File: src/rtl/sccb_init_pkg.sv
// Shared types, constants and the register table for the SCCB init engine.
//   state_t         : table-walker FSM states
//   tx_cmd_t        : operations requested from sccb_byte_tx
//   sccb_entry_t    : one table entry, {addr, data}
//   sccb_init_table : returns the entry at a table index. table_sel picks an
//                     alternate table; 0 is the production camera setup.
package sccb_init_pkg;

    typedef enum logic [3:0] {
        IDLE, LOAD, START, PHASE, STOP, GAP, NEXT, DELAY, DONE
    } state_t;

    typedef enum logic [1:0] {
        CMD_START, CMD_BYTE, CMD_STOP
    } tx_cmd_t;

    typedef struct packed {
        logic [7:0] addr;
        logic [7:0] data;
    } sccb_entry_t;

    localparam logic [7:0] SCCB_END_ADDR   = 8'hFF;
    localparam logic [7:0] SCCB_DELAY_ADDR = 8'hFE;

    function automatic sccb_entry_t sccb_init_table(input int unsigned index,
                                                    input int unsigned table_sel = 0);
        sccb_entry_t e;
        e = '{addr: SCCB_END_ADDR, data: 8'hFF};
        case (table_sel)
            0: case (index)
                   0: e = '{8'h12, 8'h80};   // COM7: soft reset
                   1: e = '{8'hFE, 8'h0A};   // settle after reset
                   2: e = '{8'h11, 8'h01};   // CLKRC
                   3: e = '{8'h12, 8'h04};   // COM7: RGB output
                   4: e = '{8'h0C, 8'h04};   // COM3
                   5: e = '{8'h3E, 8'h19};   // COM14
                   6: e = '{8'h40, 8'hD0};   // COM15: RGB565
                   default: ;
               endcase
            1: case (index)
                   0: e = '{8'h12, 8'h80};
                   1: e = '{8'h11, 8'h01};
                   default: ;
               endcase
            2: ;                              // empty table
            3: e = '{addr: 8'(index), data: 8'(index * 7 + 3)};  // full table, no END
            4: if (index == 0) e = '{8'hFE, 8'h02};
            default: ;
        endcase
        return e;
    endfunction

endpackage

File: src/rtl/sccb_byte_tx.sv
// SCCB bit engine: quarter-period tick divider plus START / 9-bit byte / STOP
// sequencing. Single-cycle go strobe in, single-cycle ack strobe out.
//   div_run, div_clr : divider enable and restart
//   tick             : quarter-SCCB-period strobe (also used for GAP timing)
//   go, cmd, tx_data : operation request
//   ack              : operation finished
//   sio_c, sio_d_oe  : bus pins (sio_d_oe=1 pulls SIO_D low)
module sccb_byte_tx
    import sccb_init_pkg::*;
#(
    parameter int TICK_DIV = 125
) (
    input  logic       clk,
    input  logic       reset_n,
    input  logic       div_run,
    input  logic       div_clr,
    output logic       tick,
    input  logic       go,
    input  tx_cmd_t    cmd,
    input  logic [7:0] tx_data,
    output logic       ack,
    output logic       sio_c,
    output logic       sio_d_oe
);
    localparam int DIV_W = (TICK_DIV > 1) ? $clog2(TICK_DIV) : 1;

    logic [DIV_W-1:0] div;
    logic             active;
    tx_cmd_t          op;
    logic [1:0]       qtr;      // quarter within the current 4-tick slot
    logic [3:0]       bit_cnt;  // 0..8, bit 8 is the released ACK slot
    logic [7:0]       shift;

    assign tick = div_run && !div_clr && (div == DIV_W'(TICK_DIV - 1));

    always_ff @(posedge clk) begin
        if (!reset_n || div_clr || !div_run || tick)
            div <= '0;
        else
            div <= div + 1'b1;
    end

    always_ff @(posedge clk) begin
        if (!reset_n) begin
            active   <= 1'b0;
            op       <= CMD_START;
            qtr      <= 2'd0;
            bit_cnt  <= 4'd0;
            shift    <= 8'h00;
            ack      <= 1'b0;
            sio_c    <= 1'b1;
            sio_d_oe <= 1'b0;
        end else begin
            ack <= 1'b0;
            if (!active) begin
                if (go) begin
                    active  <= 1'b1;
                    op      <= cmd;
                    shift   <= tx_data;
                    qtr     <= 2'd0;
                    bit_cnt <= 4'd0;
                end
            end else if (tick) begin
                qtr <= qtr + 2'd1;
                case (op)
                    CMD_START: begin
                        // SIO_D falls while SIO_C is high, then SIO_C drops.
                        if (qtr == 2'd0) sio_d_oe <= 1'b1;
                        if (qtr == 2'd2) sio_c    <= 1'b0;
                    end
                    CMD_BYTE: begin
                        case (qtr)
                            2'd0: sio_d_oe <= (bit_cnt == 4'd8) ? 1'b0 : ~shift[7];
                            2'd1: sio_c    <= 1'b1;
                            2'd3: begin
                                sio_c   <= 1'b0;
                                bit_cnt <= bit_cnt + 4'd1;
                                shift   <= {shift[6:0], 1'b0};
                            end
                            default: ;
                        endcase
                    end
                    CMD_STOP: begin
                        // SIO_D rises while SIO_C is high.
                        if (qtr == 2'd0) sio_d_oe <= 1'b1;
                        if (qtr == 2'd1) sio_c    <= 1'b1;
                        if (qtr == 2'd2) sio_d_oe <= 1'b0;
                    end
                    default: ;
                endcase
                if (qtr == 2'd3 && (op != CMD_BYTE || bit_cnt == 4'd8)) begin
                    active <= 1'b0;
                    ack    <= 1'b1;
                end
            end
        end
    end
endmodule

File: src/rtl/sync_2ff.sv
// Two-flop synchronizer for a single level signal.
//   clk, reset_n : clock, synchronous active-low reset
//   d            : asynchronous input
//   q            : synchronized output, two clocks of latency
module sync_2ff (
    input  logic clk,
    input  logic reset_n,
    input  logic d,
    output logic q
);
    logic meta;

    // NOTE: sequential state is written with non-blocking assignments so each
    // flop samples the value its neighbour held before the edge.
    always_ff @(posedge clk) begin
        if (!reset_n) begin
            meta <= 1'b0;
            q    <= 1'b0;
        end else begin
            meta <= d;
            q    <= meta;
        end
    end
endmodule

File: src/rtl/sccb_init_engine.sv
// SCCB init engine: on a kick, writes every table entry to the camera as a
// 3-phase write (SLAVE_ID, addr, data), then holds sccb_done until the kick
// is withdrawn.
//   clk, reset_n        : clock, synchronous active-low reset
//   sccb_kick           : start request level (asynchronous, synchronized here)
//   sccb_done           : table complete, held until kick drops
//   sio_c               : SCCB clock
//   sio_d_out, sio_d_oe : SIO_D value (always 0) and pull-low enable
//   busy                : run in progress
// Build option: define SCCB_INIT_DELAY_EN to treat addr 8'hFE as a
// millisecond delay pseudo-command instead of a register write.
module sccb_init_engine
    import sccb_init_pkg::*;
#(
    parameter int          CLK_HZ      = 50_000_000,
    parameter int          SCCB_HZ     = 100_000,
    parameter logic [7:0]  SLAVE_ID    = 8'h42,
    parameter int          TABLE_DEPTH = 64,
    parameter int          MS_CYCLES   = CLK_HZ / 1000,
    parameter int unsigned TABLE_SEL   = 0
) (
    input  logic clk,
    input  logic reset_n,
    input  logic sccb_kick,
    output logic sccb_done,
    output logic sio_c,
    output logic sio_d_out,
    output logic sio_d_oe,
    output logic busy
);
`ifdef SCCB_INIT_DELAY_EN
    localparam bit DELAY_EN = 1'b1;
`else
    localparam bit DELAY_EN = 1'b0;
`endif
    localparam int IDX_W = $clog2(TABLE_DEPTH);

    state_t            state;
    logic [IDX_W-1:0]  index;
    logic [1:0]        byte_sel;
    logic [1:0]        gap_cnt;
    logic [31:0]       delay_cnt;
    logic              kick_sync;
    logic              go;
    tx_cmd_t           cmd;
    logic [7:0]        tx_data;
    logic              tx_ack;
    logic              tick;
    sccb_entry_t       cur_entry;

    assign sio_d_out = 1'b0;
    assign cur_entry = sccb_init_table(32'(index), TABLE_SEL);

    sync_2ff u_kick_sync (
        .clk     (clk),
        .reset_n (reset_n),
        .d       (sccb_kick),
        .q       (kick_sync)
    );

    sccb_byte_tx #(
        .TICK_DIV (CLK_HZ / (4 * SCCB_HZ))
    ) u_byte_tx (
        .clk      (clk),
        .reset_n  (reset_n),
        .div_run  ((state != IDLE) && (state != DONE)),
        .div_clr  (state == LOAD),
        .tick     (tick),
        .go       (go),
        .cmd      (cmd),
        .tx_data  (tx_data),
        .ack      (tx_ack),
        .sio_c    (sio_c),
        .sio_d_oe (sio_d_oe)
    );

    always_ff @(posedge clk) begin
        if (!reset_n) begin
            state     <= IDLE;
            index     <= '0;
            byte_sel  <= 2'd0;
            gap_cnt   <= 2'd0;
            delay_cnt <= 32'd0;
            go        <= 1'b0;
            cmd       <= CMD_START;
            tx_data   <= 8'h00;
            busy      <= 1'b0;
            sccb_done <= 1'b0;
        end else begin
            go <= 1'b0;  // go is a one-cycle strobe
            case (state)
                IDLE: if (kick_sync && !sccb_done) begin
                    index <= '0;
                    state <= LOAD;
                end
                LOAD: begin
                    if (cur_entry.addr == SCCB_END_ADDR) begin
                        busy      <= 1'b0;
                        sccb_done <= 1'b1;
                        state     <= DONE;
                    end else if (DELAY_EN && cur_entry.addr == SCCB_DELAY_ADDR) begin
                        busy      <= 1'b1;
                        delay_cnt <= 32'(cur_entry.data) * 32'(MS_CYCLES);
                        state     <= DELAY;
                    end else begin
                        busy  <= 1'b1;
                        go    <= 1'b1;
                        cmd   <= CMD_START;
                        state <= START;
                    end
                end
                START: if (tx_ack) begin
                    go       <= 1'b1;
                    cmd      <= CMD_BYTE;
                    tx_data  <= SLAVE_ID;
                    byte_sel <= 2'd0;
                    state    <= PHASE;
                end
                PHASE: if (tx_ack) begin
                    go <= 1'b1;
                    if (byte_sel == 2'd2) begin
                        cmd   <= CMD_STOP;
                        state <= STOP;
                    end else begin
                        cmd      <= CMD_BYTE;
                        tx_data  <= (byte_sel == 2'd0) ? cur_entry.addr : cur_entry.data;
                        byte_sel <= byte_sel + 2'd1;
                    end
                end
                STOP: if (tx_ack) begin
                    gap_cnt <= 2'd0;
                    state   <= GAP;
                end
                GAP: if (tick) begin
                    if (gap_cnt == 2'd3) state <= NEXT;
                    else                 gap_cnt <= gap_cnt + 2'd1;
                end
                DELAY: begin
                    if (delay_cnt == 32'd0) state <= NEXT;
                    else                    delay_cnt <= delay_cnt - 32'd1;
                end
                NEXT: begin
                    // The last slot ends the run even without an END entry.
                    if (index == IDX_W'(TABLE_DEPTH - 1)) begin
                        busy      <= 1'b0;
                        sccb_done <= 1'b1;
                        state     <= DONE;
                    end else begin
                        index <= index + 1'b1;
                        state <= LOAD;
                    end
                end
                DONE: begin
                    busy <= 1'b0;
                    if (!kick_sync) begin
                        sccb_done <= 1'b0;
                        state     <= IDLE;
                    end
                end
                default: state <= IDLE;
            endcase
        end
    end
endmodule

File: config.mk
export PLATFORM = sky130hd
export DESIGN_NAME = sccb_init_engine
export DESIGN_NICKNAME = d
export VERILOG_FILES = /design/src/rtl/sccb_init_pkg.sv /design/src/rtl/sccb_byte_tx.sv /design/src/rtl/sync_2ff.sv /design/src/rtl/sccb_init_engine.sv
export SDC_FILE = /design/constraint.sdc
export NUM_CORES = 1
export LEC_CHECK = 0
export BUFFER_PORTS_ARGS = -buffer_cell sky130_fd_sc_hd__buf_4
export CORE_MARGIN = 2
export CORE_UTILIZATION = 60
export DETAILED_ROUTE_END_ITERATION = 10
export PLACE_DENSITY = 0.77
export SYNTH_ARGS = -nofsm -noshare
export SYNTH_HDL_FRONTEND = slang
export SYNTH_SLANG_ARGS = --single-unit
export TNS_END_PERCENT = 1
File: constraint.sdc
create_clock -name clk -period 3.5 [get_ports clk]
set_clock_uncertainty 0.2 [all_clocks]
set_input_delay 0.7 -clock clk [delete_from_list [all_inputs] [get_ports clk]]
set_output_delay 0.7 -clock clk [all_outputs]
set_load 0.01 [all_outputs]
* After elaboration in Yosys (flattened, before gate mapping)
Index checks and enable logic that the tools add are counted.
** Storage, ports and cells
- ROM bits :: 0
- Bits in latches :: 0
- Flip-flop bits (word level) :: 88
- Bits of input ports :: 3
- RAM bits :: 0
- Memories :: 0
- Word-level logic and storage cells :: 191
** Operators by class
- Equal/unequal tests :: 49
- Bitwise logic cells :: 3
- $add $sub $neg :: 7
- Div/mod/pow operators :: 0
- Reductions and logical operators :: 42
- Shifts and indexed selects :: 0
- $mul :: 0
- $lt $le $gt $ge :: 0
- Muxes and demuxes :: 69
** Operators with widths (count)
- one-hot mux 16 bit (7 select lines) :: 1
- 2-to-1 mux 8 bit :: 9
- 2-to-1 mux 4 bit :: 16
- one-hot mux 4 bit (9 select lines) :: 1
- zero test 32 bit :: 1
- subtractor 32 x 1 -> 32 bit, second input constant :: 1
- inequality test 2 bit, second input constant :: 13
- 2-to-1 mux 2 bit :: 12
- AND reduction 4 bit :: 6
- equality test 6 x 3 -> 1 bit, second input constant :: 3
- inequality test 2 x 1 -> 1 bit, second input constant :: 9
- 2-to-1 mux 1 bit :: 17
- equality test 4 x 3 -> 1 bit, second input constant :: 4
- one-hot mux 8 bit (2 select lines) :: 1
- equality test 6 x 2 -> 1 bit, second input constant :: 2
- 2-to-1 mux 6 bit :: 2
- one-hot mux 1 bit (3 select lines) :: 4
- one-hot mux 6 bit (2 select lines) :: 1
- equality test 2 bit, second input constant :: 5
- AND reduction 9 bit :: 1
- nonzero test 3 bit :: 3
- equality test 4 x 2 -> 1 bit, second input constant :: 2
- equality test 4 bit, second input constant :: 2
- equality test 8 bit, second input constant :: 1
- other kinds (27) :: 53

* Logic depth before layout (Yosys ltp)
- Depth after elaboration :: 6
- Depth in mapped cells :: 9

* Hierarchy
From an unflattened synthesis, not the netlist that was laid out.
** Second synthesis, totals
- Cells, all modules :: 535
- Area, all modules :: 4707.0 um^2
** Modules (own cells, without submodules)
- sccb_init_engine :: cells each 376, instances 1, area each 3248.1 um^2, seq. area each 1181.1 um^2
- sccb_byte_tx :: cells each 155, instances 1, area each 1406.3 um^2, seq. area each 540.5 um^2
- sync_2ff :: cells each 4, instances 1, area each 52.6 um^2, seq. area each 40.0 um^2

* Worst setup path after synthesis
No wires, ideal clock.
- Kind :: reg2reg
- Start point :: register delay_cnt[2]
- End point :: register delay_cnt[22]
- Stages on the path, launching flop included :: 7
- Buffers on the path :: 1
- Clock period less this slack :: 2.382 ns
- Setup slack :: 1.118 ns
- Data arrival time :: 2.112 ns
- Library setup time :: 0.070 ns
- Path through :: dfxtp_1 or4_4 nor4_4 o2111ai_4 buf_6 or4_1 a21oi_1
** On the way
- Word-level cells in the longest chain between the ends :: 3
- Elaborated cells on any way between the ends :: 4
- Those cells by class :: add/sub (1); bitwise (1); reduce/logical (2)
** RTL lines
- from (decl) :: RTL line sccb_init_engine.sv:42 : logic [31:0] delay_cnt;
- from (signal assigned) :: RTL line sccb_init_engine.sv:103 : delay_cnt <= 32'(cur_entry.data) * 32'(MS_CYCLES);
- from (signal assigned) :: RTL line sccb_init_engine.sv:140 : else delay_cnt <= delay_cnt - 32'd1;
- parallel branches: the longest is 3 deep, another holds subtractor 32 x 1 -> 32 bit
Several ways; the timed one is not identified.
A chain may end at the register's enable or synchronous reset.

* Worst setup path after layout
- Start point :: register state[0]
- End point :: register delay_cnt[30]
** On the way
- Word-level cells in the longest chain between the ends :: 2
** RTL lines
- from (decl) :: RTL line sccb_init_engine.sv:38 : state_t state;
- from (signal assigned) :: RTL line sccb_init_engine.sv:79 : state <= IDLE;
- from (signal assigned) :: RTL line sccb_init_engine.sv:94 : state <= LOAD;
- from (signal assigned) :: RTL line sccb_init_engine.sv:100 : state <= DONE;
- equality test 4 x 3 -> 1 bit :: RTL line sccb_init_engine.sv:91 : case (state)
- AND reduction 2 bit (no source line)
No other way between the ends.

==> flow_summary.toml <==
[detailed_routing]
ant_nets = 0
dr.pass1.iters = 5
drt_wl_total_microns = 9532
routed_via_density = 6.123
drc = 0
drt-initial-drc-count = 225
route.vias.total = 3919
wl_per_cell_microns = 14.89

[die]
coreArea_sq_um = 7331
die_area_sq_um = 8356
ios = 8
die_w_microns = 91.41
num_rows = 31
fp.dieH_microns = 91.41
initial_utilization = 0.6254

[sta]
fin_crit_sh = 0.8121
setup_viol = 0
worst_pin_slew_ns = 0.7991
min_period_ns = 2.842
relSlewSlack = 0.4673
max_freq_mhz = 351.8
setup_tns_ns = 0
grt_setup_unrepaired = "no"
slew_violations = 0
hold_viol = 0

[setup_path]
worst-path-buf-inv = 0
cp_top_family = "simple AND/OR/NAND/NOR gates"
r2r_cells = 5
required_ns = 3.58
worst_setup_path_end_kind = "flip-flop"
worstPathArrival_ns = 2.92
worstPathMaxFanout = 28
cpPeakStageDelay_ns = 0.74
start_kind = "flip-flop"
r2r-end = "delay_cnt[30]$_SDFFE_PN0P_"
path_cells = "nand2b_1, nor2_2, o2111ai_4, or4_1, a21oi_1"
path_class = "reg -> reg"
r2r_start = "state[0]$_SDFFE_PN0P_"
rrSetupSlack_ns = 0.66
critPathSlowestCell = "dfxtp_1"

[yosys]
synth-edff-count = 0
synth_mux_area_frac = 0.02675
synth_top_family_by_area = "simple AND/OR/NAND/NOR gates"
ys_types = 60
async_flop_share = 0
mappedNetlistArea_sq_um = 4584
ys_seq_elements = 88
synth_fa_ha_area_frac = 0.05731
synth_xor_area_frac = 0.02675
syn-num-nets = 568
ys.warnings.count = 0
synth_compound_area_frac = 0.2164
syn-mean-instance-area_sq_um = 8.427
postSynthCellCount = 544
ys_seq_area_frac = 0.3843
synth_top_flop_cell = "dfxtp_1"
synth-simple-area-share = 0.2372

[global_route]
grt_max_degree = 36
grt-busiest-layer = "met2"
met2_usage = 0.3634
use_met3 = 0.03237
grt.met1_usage = 0.3319
antenna_found_initial = 0
gr-total-overflow = 0
grt_pass1_vias = 3547
grt_pass1_wl_microns = 16330
grt.total_usage = 0.2330

[pwr]
p_sw_uw = 616.7
leakage_uw = 0.001746
power.share.clock = 0.358
power_density_nw_per_um2 = 449.0
p_seq_frac = 0.516
intPower_uw = 1574
switching_share = 0.2815
ir_worst_vdd_uv = 238.1
combPwrFrac = 0.126

[clocking]
cts_resized = 0
clk_pin_slew_worst_paths_ns = 0.09
cts_htree_levels = 3
cts-root-buf = "clkbuf_8"
postCtsSetupRepairBufs = 0
clk_latency_ns = 0.36
numCtsBuffers = 9
cts_tree = "yes"
holdBufCountCts = 0
cts.sinks = 88
max-clock-path-buffers = 2

[cells_and_area]
final_cell_mix = "dfxtp_1, a21oi_1, nor2_1"
final_common_cell = "dfxtp_1"
synthToLayoutAreaGrowth_pct = 6.414
fin_nets = 560
final_util = 0.6655
drive_above_1_share = 0.08133
diodes = 0

[hold_path]
holdPathEnd = "u_kick_sync.q$_SDFF_PN0_"
hold_path_depth = 1
hp-start = "u_kick_sync.meta$_SDFF_PN0_"
hold_class = "reg -> reg"

[place]
gp_congestion = 0.8690
hpwl_microns = 6456
io_buffers = 6

[run_status]
status = "complete, no violations"

[run]
maxCapViolCount = 0
[power groups by stage]
stage | logic (uW) | clock network, uW | registers [uW]
floorplan | 264 | 0 | 1090
global placement | 270 | 0 | 1140
detailed placement | 274 | 0 | 1150
CTS | 276 | 795 | 1130
global route | 316 | 838 | 1140
finish | 276 | 784 | 1130
[how the worst max path moves through the flow]
stage	start	endpoint	slack (ns)	depth (start not counted)
2_1_floorplan	delay_cnt[2]$_SDFFE_PN0P_	delay_cnt[22]$_SDFFE_PN0P_	1.12	6
3_3_place_gp	state[0]$_SDFFE_PN0P_	delay_cnt[29]$_SDFFE_PN0P_	0.87	5
3_5_place_dp	state[0]$_SDFFE_PN0P_	delay_cnt[30]$_SDFFE_PN0P_	0.72	5
4_1_cts	state[0]$_SDFFE_PN0P_	delay_cnt[30]$_SDFFE_PN0P_	0.70	5
5_1_grt	state[0]$_SDFFE_PN0P_	delay_cnt[30]$_SDFFE_PN0P_	0.47	5
6_report	state[0]$_SDFFE_PN0P_	delay_cnt[30]$_SDFFE_PN0P_	0.66	5
[cells in the mapped netlist, types with 5 or more instances]
| master | instances | share of area |
|---|---|---|
| dfxtp_1 | 88 | 0.38 |
| clkbuf_1 | 24 | 0.020 |
| nor3_1 | 10 | 0.011 |
| o2111ai_1 | 6 | 0.011 |
| nand4_1 | 5 | 0.0068 |
| nor2_1 | 50 | 0.041 |
| or3_1 | 11 | 0.015 |
| and2_1 | 5 | 0.0068 |
| xnor2_1 | 8 | 0.015 |
| a22oi_1 | 7 | 0.011 |
| nand3_1 | 19 | 0.021 |
| nand2_1 | 35 | 0.029 |
| ha_1 | 21 | 0.057 |
| nand2b_1 | 5 | 0.0068 |
| mux2i_1 | 10 | 0.022 |
| inv_1 | 29 | 0.024 |
| a211oi_1 | 14 | 0.023 |
| or2_2 | 7 | 0.0096 |
| o21ai_0 | 19 | 0.021 |
| a21oi_1 | 52 | 0.057 |
| a31oi_1 | 6 | 0.0082 |
| nor4_1 | 9 | 0.012 |
| o31ai_1 | 18 | 0.029 |
| or4_1 | 22 | 0.036 |
| xor2_1 | 6 | 0.011 |
[area by class of cell]
class / count / area [sq um]
clock buffers: 10 / 127.6
clock inverters: 6 / 90.09
fillers: 614 / 2452
inverters: 29 / 108.9
multi-input cells: 398 / 2591
flip-flops and latches: 88 / 1762
well taps: 99 / 123.9
repair buffers: 10 / 75.07
[per-layer routing]
layer / vias up / share of wire
li1: 1984 / -
met1: 1850 / 0.50
met2: 76 / 0.46
met3: 9 / 0.031
met4: 0 / 0.011
met5: - / 0
[worst register-to-register path, cell delays in order, from the launching register on]
cell,delay (ns)
dfxtp_1,0.74
nand2b_1,0.26
nor2_2,0.39
o2111ai_4,0.42
or4_1,0.61
a21oi_1,0.16
[sequential cells by signal, summed over array words and instances (netlist names), 2 cells and up]
name	count
index	6
delay_cnt	32
tx_data	8
u_byte_tx.qtr	2
state	4
cmd	2
u_byte_tx.op	2
u_byte_tx.shift	8
u_byte_tx.div	7
u_byte_tx.bit_cnt	4
byte_sel	2
gap_cnt	2
[stage by stage]
stage               hold slack (ns)  setup WS (ns)  cells  instance area [sq um]  power [uW]
floorplan                    0.2119          1.118    544                   4584        1358
global placement             0.2163         0.8718    624                   4661        1415
detailed placement           0.2206         0.7248    624                   4661        1426
CTS                          0.2477         0.7041    640                   4878        2200
global route                 0.2563         0.4720    640                   4878        2294
finish                       0.2440         0.6576    640                   4878        2190
[cell families (layout without fill, tap and decap cells)]
group,count (synthesis),in the layout
AO/OA/AOI/OAI,150,150
XOR/XNOR,14,14
adder cells (fa/ha/maj),21,21
buffers and inverters,58,55
flip-flops,88,88
multiplexers,12,12
other,1,1
AND/OR/NAND/NOR,200,200
Power figures use the tool's default switching activity.
